==> src/rtl/gmii_tx_arbiter.sv <==
// ---------------------------------------------------------------------------
// gmii_tx_arbiter
//   Frame-atomic round-robin arbiter in front of the GMII TX serializer.
//   One source owns the datapath for a whole frame. Every frame is followed
//   by an inter-packet gap. A stall watchdog drops a granted source that
//   stops supplying bytes mid-frame.
//
// Ports
//   CLK      125 MHz TX clock, rising edge
//   RST      asynchronous active-low reset
//   i_valid  per-source byte valid            [NUM_REQ]
//   i_data   per-source byte, src k at [k*DATA_W +: DATA_W]
//   i_last   per-source end of frame (qualified by i_valid)
//   o_ready  per-source ready, only the granted bit can be set
//   o_valid  merged stream valid to gmii_tx
//   o_data   merged stream byte
//   o_last   merged stream last
//   i_ready  gmii_tx ready
//   o_grant  one-hot grant, zero outside XFER
//   o_abort  one-cycle pulse on watchdog abort
//   o_busy   high in XFER or IFG
// ---------------------------------------------------------------------------
module gmii_tx_arbiter #(
   parameter int NUM_REQ    = 4,
   parameter int DATA_W     = 8,
   parameter int IFG_CYCLES = 12,
   parameter int STALL_MAX  = 64
) (
   input  logic                        CLK,
   input  logic                        RST,
   input  logic [NUM_REQ-1:0]          i_valid,
   input  logic [NUM_REQ*DATA_W-1:0]   i_data,
   input  logic [NUM_REQ-1:0]          i_last,
   output logic [NUM_REQ-1:0]          o_ready,
   output logic                        o_valid,
   output logic [DATA_W-1:0]           o_data,
   output logic                        o_last,
   input  logic                        i_ready,
   output logic [NUM_REQ-1:0]          o_grant,
   output logic                        o_abort,
   output logic                        o_busy
);

   localparam int PTR_W   = $clog2(NUM_REQ);
   localparam int STALL_W = $clog2(STALL_MAX + 1);
   localparam int GAP_W   = $clog2(IFG_CYCLES + 1);

   // Compare against MAX-1 so the expiring cycle itself completes the count.
   localparam logic [STALL_W-1:0] STALL_LAST = STALL_W'(STALL_MAX - 1);
   localparam logic [GAP_W-1:0]   GAP_LAST   = GAP_W'(IFG_CYCLES - 1);
   localparam logic [PTR_W-1:0]   PTR_TOP    = PTR_W'(NUM_REQ - 1);

   typedef enum logic [1:0] {S_IDLE, S_XFER, S_IFG} state_t;

   state_t               r_state, w_state_nxt;
   logic [PTR_W-1:0]     r_ptr,   w_ptr_nxt;
   logic [PTR_W-1:0]     r_gidx,  w_gidx_nxt;
   logic [STALL_W-1:0]   r_stall, w_stall_nxt;
   logic [GAP_W-1:0]     r_gap,   w_gap_nxt;
   logic                 r_abort, w_abort_nxt;

   logic                 w_xfer;
   logic [NUM_REQ-1:0]   w_onehot;
   logic                 w_gvalid;
   logic                 w_beat;
   logic [PTR_W-1:0]     w_ptr_inc;
   logic [DATA_W-1:0]    w_bytes [NUM_REQ];
   logic [2*NUM_REQ-1:0] w_req2;
   logic [NUM_REQ-1:0]   w_rot;
   logic                 w_req_any;
   logic [PTR_W-1:0]     w_req_idx;

   for (genvar k = 0; k < NUM_REQ; k++) begin : g_byte
      assign w_bytes[k] = i_data[k*DATA_W +: DATA_W];
   end

   // Datapath mux: combinational from the registered grant index.
   assign w_xfer    = (r_state == S_XFER);
   assign w_onehot  = {{(NUM_REQ-1){1'b0}}, 1'b1} << r_gidx;
   assign w_gvalid  = i_valid[r_gidx];
   assign o_valid   = w_xfer & w_gvalid;
   assign o_data    = w_xfer ? w_bytes[r_gidx] : '0;
   assign o_last    = w_xfer & w_gvalid & i_last[r_gidx];
   assign o_ready   = (w_xfer & i_ready) ? w_onehot : '0;
   assign o_grant   = w_xfer ? w_onehot : '0;
   assign o_busy    = (r_state != S_IDLE);
   assign o_abort   = r_abort;
   assign w_beat    = o_valid & i_ready;
   assign w_ptr_inc = (r_gidx == PTR_TOP) ? '0 : r_gidx + 1'b1;

   // Round-robin search: rotate the request vector so rr_ptr sits at bit 0,
   // then the lowest set bit is the winner; map back modulo NUM_REQ.
   assign w_req2 = {i_valid, i_valid};
   assign w_rot  = NUM_REQ'(w_req2 >> r_ptr);

   always_comb begin
      w_req_any = 1'b0;
      w_req_idx = '0;
      for (int i = NUM_REQ - 1; i >= 0; i--) begin
         if (w_rot[i]) begin
            w_req_any = 1'b1;
            w_req_idx = PTR_W'((int'(r_ptr) + i) % NUM_REQ);
         end
      end
   end

   always_comb begin
      w_state_nxt = r_state;
      w_ptr_nxt   = r_ptr;
      w_gidx_nxt  = r_gidx;
      w_stall_nxt = r_stall;
      w_gap_nxt   = r_gap;
      w_abort_nxt = 1'b0;
      case (r_state)
         S_IDLE: begin
            if (w_req_any) begin
               w_gidx_nxt  = w_req_idx;
               w_stall_nxt = '0;
               w_state_nxt = S_XFER;
            end
         end
         S_XFER: begin
            if (w_beat) begin
               w_stall_nxt = '0;
               if (i_last[r_gidx]) begin
                  w_ptr_nxt   = w_ptr_inc;
                  w_gap_nxt   = '0;
                  w_state_nxt = S_IFG;
               end
            end else if (!w_gvalid) begin
               // Backpressure (valid high, ready low) never counts as a stall.
               if (r_stall == STALL_LAST) begin
                  w_abort_nxt = 1'b1;
                  w_ptr_nxt   = w_ptr_inc;
                  w_gap_nxt   = '0;
                  w_state_nxt = S_IFG;
               end else begin
                  w_stall_nxt = r_stall + 1'b1;
               end
            end
         end
         S_IFG: begin
            if (r_gap == GAP_LAST) begin
               // Arbitrate on the cycle the gap ends so a waiting source gets
               // its grant IFG_CYCLES+1 cycles after the last beat.
               if (w_req_any) begin
                  w_gidx_nxt  = w_req_idx;
                  w_stall_nxt = '0;
                  w_state_nxt = S_XFER;
               end else begin
                  w_state_nxt = S_IDLE;
               end
            end else begin
               w_gap_nxt = r_gap + 1'b1;
            end
         end
         default: w_state_nxt = S_IDLE;
      endcase
   end

   always_ff @(posedge CLK or negedge RST) begin
      if (!RST) begin
         r_state <= S_IDLE;
         r_ptr   <= '0;
         r_gidx  <= '0;
         r_stall <= '0;
         r_gap   <= '0;
         r_abort <= 1'b0;
      end else begin
         r_state <= w_state_nxt;
         r_ptr   <= w_ptr_nxt;
         r_gidx  <= w_gidx_nxt;
         r_stall <= w_stall_nxt;
         r_gap   <= w_gap_nxt;
         r_abort <= w_abort_nxt;
      end
   end

endmodule
==> config.mk <==
export PLATFORM = sky130hd
export DESIGN_NAME = gmii_tx_arbiter
export DESIGN_NICKNAME = d
export VERILOG_FILES = /design/src/rtl/gmii_tx_arbiter.sv
export SDC_FILE = /design/constraint.sdc
export NUM_CORES = 1
export LEC_CHECK = 0
export ABC_AREA = 1
export CAP_MARGIN = 20
export CORE_MARGIN = 1
export CORE_UTILIZATION = 49
export DETAILED_ROUTE_END_ITERATION = 8
export GPL_ROUTABILITY_DRIVEN = 0
export PLACE_DENSITY = 0.93
export SLEW_MARGIN = 20
export SYNTH_ARGS = -nofsm -noshare
export SYNTH_HDL_FRONTEND = slang
export SYNTH_SLANG_ARGS = --single-unit
==> constraint.sdc <==
create_clock -name CLK -period 2.3 [get_ports CLK]
set_clock_uncertainty 0.1 [all_clocks]
set_input_delay 0.46 -clock CLK [delete_from_list [all_inputs] [get_ports CLK]]
set_output_delay 0.46 -clock CLK [all_outputs]
set_load 0.02 [all_outputs]
---- Yosys cells after proc, flatten, opt, wreduce, memory -nomap -nowiden ----
Cells that the tools add are included.
word-level totals
  register bits after elaboration ......... 18
  input bits .............................. 43
  output and inout bits ................... 20
  word-level logic and storage cells ...... 96
operators by class
  $add $sub $neg .......................... 6
  magnitude comparators ................... 2
  equality and inequality tests ........... 14
  shift-type cells ........................ 2
  multiplexer cells ....................... 50
  bitwise logic cells ..................... 5
  reductions and logical operators ........ 11
operator list
  cell                                                              count
  7-bit two-way mux                                                 5
  2-bit two-way mux                                                 17
  4-bit two-way mux                                                 7
  8-bit two-way mux                                                 3
  7-bit one-hot mux with 3 select lines                             1
  8-bit binary-select mux with 2-bit select                         1
  1-bit two-way mux                                                 11
  5-bit AND reduction                                               2
  4-bit one-hot mux with 2 select lines                             1
  4-bit AND reduction                                               2
  2-bit nonzero test                                                4
  8-bit by 2-bit right shift with 4-bit output                      1
  7-bit by 1-bit adder with 7-bit output (second input constant)    1
  7-bit by 6-bit == test with 1-bit output (second input constant)  1
  2-bit != test (second input constant)                             3
  3-bit by 2-bit != test with 1-bit output (second input constant)  2
  2-bit one-hot mux with 3 select lines                             1
  2-bit by 1-bit adder with 2-bit output (second input constant)    2
  2-bit adder (second input constant)                               2
  4-bit by 1-bit adder with 4-bit output (second input constant)    1
  1-bit bitwise AND                                                 4
  1-bit binary-select mux with 2-bit select                         2
  2-bit == test (second input constant)                             2
  4-bit == test (second input constant)                             1
  12 further kinds                                                  13

---- Depth between registers and ports, before layout ----
  depth after elaboration ................. 8
  gate-level depth with buffers ........... 11

---- Least setup slack after synthesis ----
OpenSTA, ideal clock, no wires.
  path type ............................... register -> output
  start point ............................. register r_gidx[0]
  end point ............................... output o_grant[0]
  arrival ................................. 1,402 ps
  required time ........................... 1,740 ps
  path slack .............................. 338 ps
  cell stages (with the launch flop) ...... 7
  buffers on the path ..................... 2
  path through ............................ dfrtp_1 inv_2 buf_4 clkbuf_1 ha_1 inv_1 nor2_1
between the ends
  longest elaborated chain between the ends .. 2
ends and longest elaborated chain
  element                                      RTL line  text
  from (decl)                                  57        logic [PTR_W-1:0] r_gidx, w_gidx_nxt;
  from (signal assigned)                       172       r_gidx <= w_gidx_nxt;
  1-bit by 2-bit left shift with 4-bit output  79        assign w_onehot = {{(NUM_REQ-1){1'b0}}, 1'b1} << r_gidx;
  4-bit two-way mux                            85        assign o_grant = w_xfer ? w_onehot : '0;
  to (decl)                                    39        output logic [NUM_REQ-1:0] o_grant,
Every way passes these cells.

---- Final worst setup path ----
  start point ............................. input i_valid[3]
  end point ............................... output o_last
between the ends
  longest elaborated chain between the ends .. 4
ends and longest elaborated chain
  element                                    RTL line  text
  from (decl)                                31        input logic [NUM_REQ-1:0] i_valid,
  1-bit binary-select mux with 2-bit select  80        assign w_gvalid = i_valid[r_gidx];
  1-bit two-way mux (implied by the code)    80
  1-bit bitwise AND (2 in a row)             83        assign o_last = w_xfer & w_gvalid & i_last[r_gidx];
  to (decl)                                  37        output logic o_last,
Every way passes these cells. The select of a mux whose other input is x is not followed.

==> qor.txt <==
outcome: complete, no violations
most used cell, CP: sky130_fd_sc_hd__nand2_1
first drt pass iteration count: 4
area overhead of the layout relative to synthesis: 41.3%
synthesized cell area: 0.00179 mm^2
required time worst endpoint: 1740 ps
number of warning messages in the yosys log: 0
cell family with the largest share of critical-path delay: buffers and inverters
average cell area after synthesis: 6.32 um^2
die outline area: 0.00390 mm^2
total buffers and inverters traversed by the critical path: 3
clk sink count: 18
HPWL Detailed: 3.81 mm
number of hold violations in the final report: 0
number of vias after detailed routing: 2012
total global routing overflow: 0
design area: 0.00253 mm^2
PnR Total Power: 2.72 mW
Worst path max stage delay: 490 ps
share of synthesized area occupied by flip-flops and latches: 25.2%
most frequent cells in the layout: sky130_fd_sc_hd__nand2_1, sky130_fd_sc_hd__nor2_1, sky130_fd_sc_hd__clkdlybuf4s50_1
count of state elements after synthesis: 18
max frequency: 445 MHz
layout filler cell count: 272
Max Transition Viols Final: 0
routed wire length per instance: 12.0 um
transition time at the pin with the least slew margin: 347 ps
asr flop ratio synth: 100%
worst hold path type: in2async
worst path arrival time: 1680 ps
reported net switching power: 1.45 mW
pin count of the biggest net entering global routing: 21
diode insertion count for antenna repair: 0
fraction of layout instances using a drive strength above 1: 16.3%
clock buffer depth: 2
Die Span X: 62.4 um
maximum capacitance violations: 0
antenna violations before repair: 0
die height: 62.4 um
clock-pin slew on the worst setup and hold paths: 100 ps
Leakage Power: 1.29 nW
effective utilization at floorplan: 52.4%
detail-routed via count per cell: 5.00
crit path launch type: input pin
internal power: 1.27 mW
count of nets left with antenna violations after detail routing: 0
cell types with the largest area share after synthesis: sky130_fd_sc_hd__dfrtp_1, sky130_fd_sc_hd__nand2_1, sky130_fd_sc_hd__nor2_1, sky130_fd_sc_hd__nand3_1, sky130_fd_sc_hd__inv_1
most frequent standard cell in the layout excluding fill and tap cells: sky130_fd_sc_hd__nand2_1
Synth Net Count: 332
Worst Path Class, Setup: in2out
Cells after Synth: 283
element type at the critical path end: output port
switching portion of total power: 53.3%
final cycle utilization of the critical path: 97.6%
first-iteration detailed-routing DRC count: 88
number of cells in the design after placement: 398
number of enable flip-flop cells after synthesis: 0
area of combinational cells with multiple inputs: 0.00115 mm^2
combinational fraction of design power: 74.8%
share of the synthesized area in the top cell type: 25.2%
placeable core region: 0.00342 mm^2
power density of the placed cells: 1070 mW/mm^2
series of cell instances along the critical path: clkdlybuf4s50_1 > nand2_1 > nand2_1 > nand2_1 > nand2_1 > inv_1 > nor3b_1 > buf_2
cell at the root of the clock tree: sky130_fd_sc_hd__clkbuf_4
clock buffer count from CTS: 3
share of total power in sequential cells: 18.1%
Setup TNS: 0 ps
cell area after placement: 0.00253 mm^2
Detailed Route WL: 4.84 mm
Tmin final: 2240 ps
number of global-route vias before repair: 1963
H-tree depth: 1
Slowest cell on crit path: sky130_fd_sc_hd__clkdlybuf4s50_1
clock insertion delay at the later pin of the skew report: 290 ps
TritonCTS clock tree: yes
Overall Global Routing Usage: 25.9%
tightest slew margin relative to the limit: 76.6%
global-route wire length before repair: 8.22 mm
hold buffer count at CTS: 0
Post-route DRC: 0
largest area contributor in the synthesized netlist: sky130_fd_sc_hd__dfrtp_1
maximum fanout along the worst path: 3
number of placement rows: 21
Post-synth top flop: sky130_fd_sc_hd__dfrtp_1
portion of total power attributed to the clock network: 7.1%
count of endpoints failing setup in the final report: 0
count of input and output buffers: 62
post-layout net count: 406
number of setup buffers added after CTS: 0
number of top-level design ports: 63
total area of sequential cells: 450 um^2
unrepaired setup endpoints after global routing: yes
Max IR drop VDD: 602 uV
Yosys cell types: 34
Non-Filler Instances: 402
-- cells by family after synthesis --
kind of cell / Yosys count / share of synthesized area [%]
AND/OR/NAND/NOR: 173 / 45.7
flip-flops: 18 / 25.2
buffers and inverters: 42 / 10.4
adder cells (fa/ha/maj): 6 / 4.20
XOR/XNOR: 3 / 1.47
AO/OA/AOI/OAI: 41 / 13.0
-- final timing paths --
kind                       slack (ps)       start  cells after the start    endpoint
setup reg to reg                  560    r_gap[0]                      8  r_stall[1]
min in group CLK                  390  r_stall[3]                      2  r_stall[3]
setup / recovery                   60  i_valid[3]                      8      o_last
max in group asynchronous        1520         RST                      2  r_stall[3]
hold reg to reg                   390  r_stall[3]                      2  r_stall[3]
hold / removal                    390         RST                      2  r_state[0]
-- power by group through the flow --
stage	Combinational [mW]	Clock, mW	Sequential (mW)
floorplan	1.44	0	0.464
global placement	2.08	0	0.489
detailed placement	2.14	0	0.495
CTS	2.03	0.198	0.488
global route	2.24	0.213	0.507
finish	2.03	0.194	0.491
-- through the flow --
step	worst slack [ps]	util (%)	hold slack, ps
CTS	36.7	74.4	389
finish	55.1	74.0	386
global route	-47.1	74.0	408
global placement	-316	74.1	371
detailed placement	-401	74.1	374
floorplan	338	-	64.4
-- flip-flops by register name (all words and copies together), names as in the netlist --
register and cells:
o_abort 1, r_gap 4, r_gidx 2, r_ptr 2, r_stall 7, r_state 2
-- cell type report --
class                           count  share of cell area, %
Multi-Input combinational cell    223                   45.6
Timing Repair Buffer               79                   28.0
Sequential cell                    18                   17.8
Inverter                           32                   4.90
Tap cell                           46                   2.28
Clock buffer                        4                   1.43
-- synth_stat cells, types with 3 or more instances --
library cell               n
sky130_fd_sc_hd__nand4_1   4
sky130_fd_sc_hd__dfrtp_1  18
sky130_fd_sc_hd__buf_2     5
sky130_fd_sc_hd__nor2_1   50
sky130_fd_sc_hd__or2_2     3
sky130_fd_sc_hd__o21ai_0  19
sky130_fd_sc_hd__a21oi_1  11
sky130_fd_sc_hd__ha_1      6
sky130_fd_sc_hd__nand2_2   5
sky130_fd_sc_hd__inv_1    28
sky130_fd_sc_hd__nand3_4   4
sky130_fd_sc_hd__nand2_1  72
sky130_fd_sc_hd__nand3_1  23
sky130_fd_sc_hd__o21ai_2   6
sky130_fd_sc_hd__nor2_2    3
-- layer usage --
layer	vias up	track usage, %	wire length (um)
met5	-	0	0
met4	0	7.85	48
met3	6	3.83	353
met2	69	48.0	2390
li1	1046	-	-
met1	891	30.4	2050
-- timing repair --
| action | CTS | global route |
|---|---|---|
| cloned | 0 | 0 |
| setup endpoints to repair | 18 | 15 |
| resized for setup | 22 | 17 |
No activity file was read; power rests on OpenSTA's default activity.
